### config.mk
export PLATFORM = sky130hd
export DESIGN_NAME = mips_operand_stage
export DESIGN_NICKNAME = d
export VERILOG_FILES = /design/src/rtl/mips_pkg.sv /design/src/rtl/mips_regfile.sv /design/src/rtl/mips_operand_stage.sv
export SDC_FILE = /design/constraint.sdc
export NUM_CORES = 2
export LEC_CHECK = 0
export BUFFER_PORTS_ARGS = -buffer_cell sky130_fd_sc_hd__buf_4
export CELL_PAD_IN_SITES_DETAIL_PLACEMENT = 1
export CELL_PAD_IN_SITES_GLOBAL_PLACEMENT = 2
export CORE_ASPECT_RATIO = 0.75
export CORE_MARGIN = 10
export CORE_UTILIZATION = 49
export CTS_BUF_LIST = sky130_fd_sc_hd__clkbuf_4 sky130_fd_sc_hd__clkbuf_8
export DETAILED_ROUTE_END_ITERATION = 12
export GPL_TIMING_DRIVEN = 0
export MAX_ROUTING_LAYER = met4
export PLACE_DENSITY = 0.94
export RECOVER_POWER = 25
export SLEW_MARGIN = 20
export SYNTH_ARGS = -nofsm -noshare
export SYNTH_HDL_FRONTEND = slang
export SYNTH_SLANG_ARGS = --single-unit
### constraint.sdc
create_clock -name clk -period 3.92 [get_ports clk]
set_input_delay 0 -clock clk [delete_from_list [all_inputs] [get_ports clk]]
set_output_delay 0 -clock clk [all_outputs]
set_load 0.03 [all_outputs]
### src/rtl/mips_pkg.sv
// Shared decode definitions for the MIPS operand-fetch stage: field slices,
// opcode/funct codes of the supported subset, and destination/legality helpers.
package mips_pkg;

  localparam int unsigned OP_HI = 31;
  localparam int unsigned OP_LO = 26;
  localparam int unsigned RS_HI = 25;
  localparam int unsigned RS_LO = 21;
  localparam int unsigned RT_HI = 20;
  localparam int unsigned RT_LO = 16;
  localparam int unsigned RD_HI = 15;
  localparam int unsigned RD_LO = 11;
  localparam int unsigned FN_HI = 5;
  localparam int unsigned FN_LO = 0;

  localparam logic [5:0] OP_RTYPE = 6'h00;
  localparam logic [5:0] OP_ADDI  = 6'h08;
  localparam logic [5:0] OP_ADDIU = 6'h09;
  localparam logic [5:0] OP_SLTI  = 6'h0A;
  localparam logic [5:0] OP_ANDI  = 6'h0C;
  localparam logic [5:0] OP_ORI   = 6'h0D;
  localparam logic [5:0] OP_LUI   = 6'h0F;

  localparam logic [5:0] FN_SLL  = 6'h00;
  localparam logic [5:0] FN_SRL  = 6'h02;
  localparam logic [5:0] FN_SRA  = 6'h03;
  localparam logic [5:0] FN_ADD  = 6'h20;
  localparam logic [5:0] FN_SUB  = 6'h22;
  localparam logic [5:0] FN_AND  = 6'h24;
  localparam logic [5:0] FN_OR   = 6'h25;
  localparam logic [5:0] FN_SLTU = 6'h2B;

  typedef enum logic [1:0] {
    CLS_R,
    CLS_I,
    CLS_BAD
  } instr_cls_e;

  function automatic instr_cls_e classify(input logic [31:0] instr);
    logic [5:0] op;
    logic [5:0] fn;
    op = instr[OP_HI:OP_LO];
    fn = instr[FN_HI:FN_LO];
    classify = CLS_BAD;
    case (op)
      OP_RTYPE: begin
        case (fn)
          FN_SLL, FN_SRL, FN_SRA, FN_ADD,
          FN_SUB, FN_AND, FN_OR, FN_SLTU: classify = CLS_R;
          default:                        classify = CLS_BAD;
        endcase
      end
      OP_ADDI, OP_ADDIU, OP_SLTI,
      OP_ANDI, OP_ORI, OP_LUI:            classify = CLS_I;
      default:                            classify = CLS_BAD;
    endcase
  endfunction

  function automatic logic is_legal(input logic [31:0] instr);
    is_legal = (classify(instr) != CLS_BAD);
  endfunction

  function automatic logic [4:0] dest_sel(input logic [31:0] instr);
    case (classify(instr))
      CLS_R:   dest_sel = instr[RD_HI:RD_LO];
      CLS_I:   dest_sel = instr[RT_HI:RT_LO];
      default: dest_sel = '0;
    endcase
  endfunction

endpackage

### src/rtl/mips_regfile.sv
// 32-entry register file: two asynchronous read ports, one synchronous write
// port, register 0 hardwired to zero, asynchronous active-low clear.
module mips_regfile #(
  parameter int unsigned DATA_W = 32
) (
  input  logic              clk,
  input  logic              rst_n,
  input  logic              we,
  input  logic [4:0]        waddr,
  input  logic [DATA_W-1:0] wdata,
  input  logic [4:0]        raddr_a,
  output logic [DATA_W-1:0] rdata_a,
  input  logic [4:0]        raddr_b,
  output logic [DATA_W-1:0] rdata_b
);

  logic [DATA_W-1:0] regs_q [32];
  logic [DATA_W-1:0] regs_d [32];

  always_comb begin
    for (int unsigned i = 0; i < 32; i++) begin
      regs_d[i] = regs_q[i];
    end
    if (we && (waddr != '0)) begin
      regs_d[waddr] = wdata;
    end
    regs_d[0] = '0;
  end

  always_ff @(posedge clk or negedge rst_n) begin
    if (!rst_n) begin
      for (int unsigned i = 0; i < 32; i++) begin
        regs_q[i] <= '0;
      end
    end else begin
      regs_q <= regs_d;
    end
  end

  assign rdata_a = regs_q[raddr_a];
  assign rdata_b = regs_q[raddr_b];

endmodule

### src/rtl/mips_operand_stage.sv
// Operand-fetch stage with pending-register scoreboard (RAW/WAW stall) and a
// registered valid/ready output. Optional same-cycle writeback bypass: MIPS_WB_BYPASS_EN.
module mips_operand_stage
  import mips_pkg::*;
#(
  parameter int unsigned DATA_W  = 32,
  parameter int unsigned STALL_W = 16
) (
  input  logic               clk,
  input  logic               rst_n,
  input  logic               in_valid,
  output logic               in_ready,
  input  logic [31:0]        in_instr,
  output logic               out_valid,
  input  logic               out_ready,
  output logic [31:0]        out_instr,
  output logic [DATA_W-1:0]  out_rs_content,
  output logic [DATA_W-1:0]  out_rt_content,
  output logic [4:0]         out_dest,
  output logic               out_illegal,
  input  logic               wb_valid,
  input  logic [4:0]         wb_dest,
  input  logic [DATA_W-1:0]  wb_data,
  output logic [STALL_W-1:0] stall_cnt
);

  logic [31:0]        pending_q, pending_d;
  logic [STALL_W-1:0] stall_q, stall_d;
  logic               out_valid_q, out_valid_d;
  logic [31:0]        out_instr_q, out_instr_d;
  logic [DATA_W-1:0]  out_rs_q, out_rs_d;
  logic [DATA_W-1:0]  out_rt_q, out_rt_d;
  logic [4:0]         out_dest_q, out_dest_d;
  logic               out_illegal_q, out_illegal_d;

  instr_cls_e        cls;
  logic [4:0]        rs, rt, dest;
  logic              wb_hit, hazard, accept;
  logic [31:0]       clr_mask, set_mask, pend_eff;
  logic [DATA_W-1:0] rf_rs, rf_rt, rs_val, rt_val;

  mips_regfile #(.DATA_W(DATA_W)) u_regfile (
    .clk     (clk),
    .rst_n   (rst_n),
    .we      (wb_hit),
    .waddr   (wb_dest),
    .wdata   (wb_data),
    .raddr_a (rs),
    .rdata_a (rf_rs),
    .raddr_b (rt),
    .rdata_b (rf_rt)
  );

  always_comb begin
    cls      = classify(in_instr);
    rs       = in_instr[RS_HI:RS_LO];
    rt       = in_instr[RT_HI:RT_LO];
    dest     = dest_sel(in_instr);
    wb_hit   = wb_valid && (wb_dest != '0);
    clr_mask = wb_hit ? (32'h1 << wb_dest) : '0;
`ifdef MIPS_WB_BYPASS_EN
    // A commit landing this cycle already satisfies the dependency.
    pend_eff = pending_q & ~clr_mask;
    rs_val   = (wb_hit && (wb_dest == rs)) ? wb_data : rf_rs;
    rt_val   = (wb_hit && (wb_dest == rt)) ? wb_data : rf_rt;
`else
    pend_eff = pending_q;
    rs_val   = rf_rs;
    rt_val   = rf_rt;
`endif
    // Illegal words check no sources and have no destination.
    hazard = ((cls != CLS_BAD) && (rs != '0) && pend_eff[rs])
          || ((cls == CLS_R) && (rt != '0) && pend_eff[rt])
          || ((dest != '0) && pend_eff[dest]);
    in_ready = (!out_valid_q || out_ready) && !hazard;
    accept   = in_valid && in_ready;

    set_mask = (accept && is_legal(in_instr) && (dest != '0)) ? (32'h1 << dest) : '0;
    pending_d    = (pending_q & ~clr_mask) | set_mask;
    pending_d[0] = 1'b0;

    stall_d = stall_q;
    if (in_valid && hazard && (stall_q != '1)) begin
      stall_d = stall_q + STALL_W'(1);
    end

    out_valid_d   = out_valid_q;
    out_instr_d   = out_instr_q;
    out_rs_d      = out_rs_q;
    out_rt_d      = out_rt_q;
    out_dest_d    = out_dest_q;
    out_illegal_d = out_illegal_q;
    if (accept) begin
      out_valid_d   = 1'b1;
      out_instr_d   = in_instr;
      out_rs_d      = rs_val;
      out_rt_d      = rt_val;
      out_dest_d    = dest;
      out_illegal_d = (cls == CLS_BAD);
    end else if (out_ready) begin
      out_valid_d = 1'b0;
    end
  end

  always_ff @(posedge clk or negedge rst_n) begin
    if (!rst_n) begin
      pending_q     <= '0;
      stall_q       <= '0;
      out_valid_q   <= 1'b0;
      out_instr_q   <= '0;
      out_rs_q      <= '0;
      out_rt_q      <= '0;
      out_dest_q    <= '0;
      out_illegal_q <= 1'b0;
    end else begin
      pending_q     <= pending_d;
      stall_q       <= stall_d;
      out_valid_q   <= out_valid_d;
      out_instr_q   <= out_instr_d;
      out_rs_q      <= out_rs_d;
      out_rt_q      <= out_rt_d;
      out_dest_q    <= out_dest_d;
      out_illegal_q <= out_illegal_d;
    end
  end

  assign out_valid      = out_valid_q;
  assign out_instr      = out_instr_q;
  assign out_rs_content = out_rs_q;
  assign out_rt_content = out_rt_q;
  assign out_dest       = out_dest_q;
  assign out_illegal    = out_illegal_q;
  assign stall_cnt      = stall_q;

endmodule

* Yosys cells after proc, flatten, opt, wreduce, memory -nomap -nowiden *
Index checks and enable logic that the tools add are counted.

storage, ports and cells
  flip-flop bits (word level) = 1142
  latch bits = 0
  memory bits (writable) = 0
  memory bits (read-only) = 0
  bits of input ports = 74
  output and inout bits = 120
  logic and storage cells = 123
  memories = 0

cells by class
  add/sub/neg operators = 1
  $mul = 0
  div/mod/pow operators = 0
  order comparisons = 7
  eq/ne operators = 17
  shifts and indexed selects = 2
  multiplexer cells = 22
  bitwise gates (word level) = 6
  reduce and logical (&&, ||, !) cells = 29

operator list
  kind                   number
  $bwmux 1024            1
  $bmux 32 s5            2
  $mux 32                7
  $demux 32 s5           1
  $shl 1x5->32 const A   2
  $eq 6x4->1 const B     6
  $and 32x32->32         1
  $not 32->32            1
  $or 32x32->32          1
  $eq 6x6->1 const B     5
  $reduce_bool 5->1      4
  $ge 6x6->1 const B     3
  $lt 5x6->1 const B     3
  $not 5->6              3
  $add 16x1->16 const B  1
  $ne 16x16->1 const B   1
  $bmux 1 s5             3
  $logic_and 1x1->1      14
  $eq 6x2->1 const B     2
  $logic_not 6->1        2
  $pmux 5 s2             1
  $reduce_or 8->1        1
  $lt 6x1->1 const B     1
  $reduce_or 6->1        1
  10 further kinds       17

* Depth between registers and ports, before layout *
  depth after elaboration = 17
  mapped depth = 16
  mapped depth without buffers = 10

* By module *
A second synthesis with hierarchy kept.

unflattened totals
  cell total of the unflattened synthesis = 4145
  area total of the unflattened synthesis = 60275.3 um2

modules (own cells, without submodules)
  module              instances  cells an instance  area an instance (um2)  sequential area each (um2)
  mips_regfile        1          3597               53221.0                 24823.8
  mips_operand_stage  1          548                7054.3                  3753.6

* Least setup slack after synthesis *
OpenSTA, ideal clock, no wires.

  path type = input-to-reg
  start point = input in_instr[29]
  end point = register out_rs_q[13] (netlist: out_rs_content[13])
  library setup time = 0.134 ns
  data arrival time = 3.176 ns
  data required time = 3.786 ns
  setup slack = 0.610 ns
  stages on the path = 14
  buffers on the path = 4
  path through = or4_4 > nor4_4 > o211ai_4 > nand2_2 > mux2_2 > o311ai_0 > o31ai_1 > or4_1 > buf_4 > buf_6 > buf_6 > buf_2 > nand2_1 > o21ai_0

on the way
  cells in the longest elaborated chain, start to end = 12
  elaborated cells between the ends (all ways) = 26
  those cells by class = eq/ne: 8; mux: 4; reduce/logical: 14

RTL lines
  item                                                  RTL line                                  RTL
  start: declaration                                    mips_operand_stage.sv:13                  input logic [31:0] in_instr,
  $eq 6x4->1                                            mips_pkg.sv:45                            case (op)
  $reduce_or 6->1                                       mips_pkg.sv:45
  $pmux 2 s2 *                                          mips_pkg.sv:45
  $eq 2x1->1 / $logic_not 2->1 (equally long branches)  mips_pkg.sv:64, mips_operand_stage.sv:73
  $pmux 5 s2                                            mips_pkg.sv:64                            case (classify(instr))
  $bmux 1 s5                                            mips_operand_stage.sv:74                  || ((dest != '0) && pend_eff[dest]);
  $mux 1 (not written as such)                          mips_operand_stage.sv:74
  $logic_and 1x1->1                                     mips_operand_stage.sv:74
  $logic_or 1x1->1 *                                    mips_operand_stage.sv:74
  $logic_not 1->1 *                                     mips_operand_stage.sv:75                  in_ready = (!out_valid_q || out_ready) && !hazard;
  $logic_and 1x1->1 *                                   mips_operand_stage.sv:75
  $logic_and 1x1->1 *                                   mips_operand_stage.sv:76                  accept = in_valid && in_ready;
  end signal: assignment                                mips_operand_stage.sv:120                 out_rs_q <= out_rs_d;
  end: declaration                                      mips_operand_stage.sv:31                  logic [DATA_W-1:0] out_rs_q, out_rs_d;

Mark *: on every way between the ends. The rest lies on a longest branch, timed or not. The select of a mux whose other input is x is not followed.
A chain may end at the register's enable or synchronous reset.

* Final worst setup path *
  start point = register pending_q[30] (netlist: pend_eff[30])
  end point = register out_rs_q[3] (netlist: out_rs_content[3])

on the way
  cells in the longest elaborated chain, start to end = 8
  elaborated cells between the ends (all ways) = 14
  those cells by class = mux: 6; reduce/logical: 8

RTL lines
  item                                  RTL line                                            RTL
  start: declaration                    mips_operand_stage.sv:27                            logic [31:0] pending_q, pending_d;
  start signal: assignment              mips_operand_stage.sv:116                           pending_q <= pending_d;
  $bmux 1 s5 (on tied branches)         mips_operand_stage.sv:72, mips_operand_stage.sv:73
  $mux 1 (on tied branches)             mips_operand_stage.sv:72, mips_operand_stage.sv:73
  $logic_and 1x1->1 (on tied branches)  mips_operand_stage.sv:72, mips_operand_stage.sv:73
  $logic_or 1x1->1                      mips_operand_stage.sv:73                            || ((cls == CLS_R) && (rt != '0) && pend_eff[rt])
  $logic_or 1x1->1 *                    mips_operand_stage.sv:74
  $logic_not 1->1 *                     mips_operand_stage.sv:75
  $logic_and 1x1->1 *                   mips_operand_stage.sv:75
  $logic_and 1x1->1 *                   mips_operand_stage.sv:76

Marks and branches as above.

==> flow_summary.ini <==
[cells_and_area]
n_fill_cell = 11200
design_area_um2 = 68200
seqCellArea_um2 = 28600
fin_util_pct = 56.8
drive_above_1_share_pct = 51.0
num-nets-final = 4362
syn_to_final_growth_pct = 14.9
multi_input_area_um2 = 29200

[timing]
fin_crit_ns = 3.83
finalCritPeriodShare_pct = 97.7
fmax_mhz = 261
final-max-slew-violation-count = 388
hold_viol_final = 1
whs_ns = -0.0318
setup_viol = 0
finalClockSkew_ns = 0.0617
worstMarginPinSlew_ns = 2.40
slew_headroom_pct = -60.0
setup_slack_ns = 0.0908

[pwr]
p_leak_nw = 29.4
ir_drop_v = 0.000413
power_density_nw_per_um2 = 527
power_frac_seq_pct = 44.5
internal_power_mw = 24.9
p_sw_mw = 11.1
p_sw_share_pct = 30.8
comb_power_share_pct = 23.2
p_clk_share_pct = 32.3

[synth]
synth_area_leaders = dfrtp_1, mux4_2, mux2_2, clkbuf_1, a22o_1
synthSimpleGateAreaFrac_pct = 1.94
async_flop_share_pct = 100
yosys.area.top_type_share_pct = 48.1
yosysUniqueCellTypes = 57
yosysTopAreaCell = dfrtp_1
synth_compound_area_share_pct = 2.52
synth_top_family_by_area = multiplexers
yosys_warnings = 0
ys_seq_elements = 1142
yosys.area_share.adder_pct = 0.0211
yosys-top-cells-count = dfrtp_1, mux2_2, mux4_2
synth_area_um2 = 59400
synth_xor_area_share_pct = 0.221
syn_inst = 3769
syn_area_per_cell_um2 = 15.8
seq_area_frac_synth_pct = 48.1
synth_edf_count = 0
synthMostInstantiatedCell = dfrtp_1
synth_nets = 3844
synthMuxAreaShare_pct = 44.5
synth_ff_type = dfrtp_1

[detailed_routing]
wirelength_um = 228000
wl_per_cell_um = 37.7
vias = 42400
drt_iter0_markers = 5807
ant_nets = 0
dr.pass1.iters = 6
viasPerCell = 7.00
drc = 0

[run]
drv_cap = 5

[clock_network]
clock-root-buffer = clkbuf_8
cts_num_sinks = 1142
tritoncts = built
htreeDepth = 4
numCtsBuffers = 180
clockBufferDepth = 3
clk_pin_slew_ns = 0.07
insertion_delay_ns = 0.97

[floorplanning]
die_h_um = 321
io-pin-count = 194
start_util_pct = 49.4
core_um2 = 120000
die_w_um = 422
dieArea_um2 = 136000
std_cell_rows = 110

[critical_path]
crit_path_max_incr_delay_ns = 0.50
worstPathMaxFanout = 10
crit_chain = mux4_2 > mux4_2 > nand2b_1 > o211ai_1 > o21ai_0 > or4_1 > buf_4 > buf_6 > buf_6 > clkbuf_4 > nand2_1 > o21ai_0
arrival_ns = 4.62
path_class = flip-flop to flip-flop
cp-start-kind = flip-flop
critical_path.endpoint_type = flip-flop
required_ns = 4.71
crit_slowest_cell = mux4_2

[placement]
place_area_um2 = 63200
dp_slack_ns = -0.624
io_buffers = 186
place_hpwl_um = 152000
place.gp.congestion = 0.939

[grt]
antenna_found_initial = 3
grt_pass1_vias = 45100
grt_max_degree = 145
grt_pass1_wl_um = 328000
grt.overflow.total = 0
track_usage_pct = 34.3

[status]
violations = negative hold slack, max-capacitance violations, max-slew violations
status = complete, but fails checks

[worst_hold_path]
holdCritPathClass = input port to flip-flop
## per-layer routing
layer,track usage [%],wire [µm],share of wire (%),up-vias
met5,-,0,0,-
met4,17.6,13200,5.8,0
met3,13.2,30200,13,805
met2,48.2,99400,44,3167
met1,43.0,85500,37,22800
li1,-,-,-,15700
## logic make-up after synthesis
kind of cell,after synthesis
AOI/OAI and AO/OA,206
xor gates and xnor gates,15
adders and majority gates,1
buffers and inverters,412
DFF,1142
muxes,1752
and+or+nand+nor,241
## through the flow
| step | TNS, ns | cells | power, mW |
|---|---|---|---|
| floorplan | 0 | 3769 | 21.2 |
| global placement | - | 5579 | 23.7 |
| detailed placement | -50.57 | 5589 | 24.4 |
| CTS | 0 | 6053 | 36.0 |
| global route | -0.00845 | 6059 | 37.2 |
| finish | 0 | 6060 | 36.0 |
## worst paths after layout
check / start / end / slack, ns / cells past startpoint
hold / removal: in_instr[31] / out_dest[2] / -0.03 / 6
min in group asynchronous: rst_n / u_regfile.regs_q[952] / 0.46 / 4
hold reg to reg: out_rt_content[17] / out_rt_content[17] / 0.48 / 2
setup reg to reg: pend_eff[30] / out_rs_content[3] / 0.09 / 12
setup / recovery: pend_eff[30] / out_rs_content[3] / 0.09 / 12
max in group asynchronous: rst_n / u_regfile.regs_q[393] / 0.65 / 6
## layout make-up
cell class	instances	share of cell area [%]
tap	1624	2.98
sequential	1142	41.9
clock inverter	39	0.716
inverter	19	0.105
timing repair buffer	336	3.71
clock buffer	288	5.21
multi-input combinational	2215	42.9
antenna	4	0.0147
buffer	393	2.50
## worst max-delay path: cells and delay by family (launching register included)
family	cells	cell delay, ns
AOI/OAI and AO/OA	3	0.41
buffers and inverters	4	0.98
DFF	1	0.48
muxes	2	0.96
and+or+nand+nor	3	0.75
## power by group through the flow
| stage | sequential, mW | clock (mW) | combinational, mW |
|---|---|---|---|
| after floorplan | 15.9 | 0 | 5.24 |
| after global placement | 15.7 | 0 | 7.95 |
| after detailed placement | 16.0 | 0 | 8.33 |
| after CTS | 15.9 | 11.6 | 8.51 |
| after global routing | 16.2 | 12.2 | 8.76 |
| final | 16.0 | 11.6 | 8.36 |
## placed cells by master, fill, tap and decap left out, types with 5 or more instances in the layout
cell / n
nand3_1: 17
nor2_1: 25
mux2_4: 17
nand2_1: 117
inv_8: 7
buf_6: 7
mux2i_1: 67
clkbuf_1: 341
clkbuf_8: 222
inv_1: 19
buf_16: 6
clkinv_2: 18
a22o_1: 80
o21ai_1: 7
buf_4: 67
dfrtp_1: 1142
and2_1: 6
mux4_2: 594
nand4_1: 10
a21oi_1: 6
clkbuf_2: 98
xor2_1: 15
clkbuf_4: 69
bufinv_16: 9
buf_2: 49
dlygate4sd3_1: 135
and3_1: 7
mux2_1: 5
o21ai_0: 81
buf_1: 22
mux2_2: 1069
nor3_1: 19
nand2b_1: 7
## sequential cells by signal, indices dropped and copies added (netlist names), 5 cells and up
register	cells
out_dest	5
out_instr	32
out_rs_content	32
out_rt_content	32
pend_eff	31
stall_cnt	16
u_regfile.regs_q	992
## repair_timing
item                                    in CTS  in global routing
buffers inserted                             1                  1
hold buffers                               136                  0
gates resized for setup                      2                 10
endpoints found under the setup margin       1                 72
endpoints found under the hold margin     1406                  0
pin swaps                                    1                  2
Power figures use the tool's default switching activity.
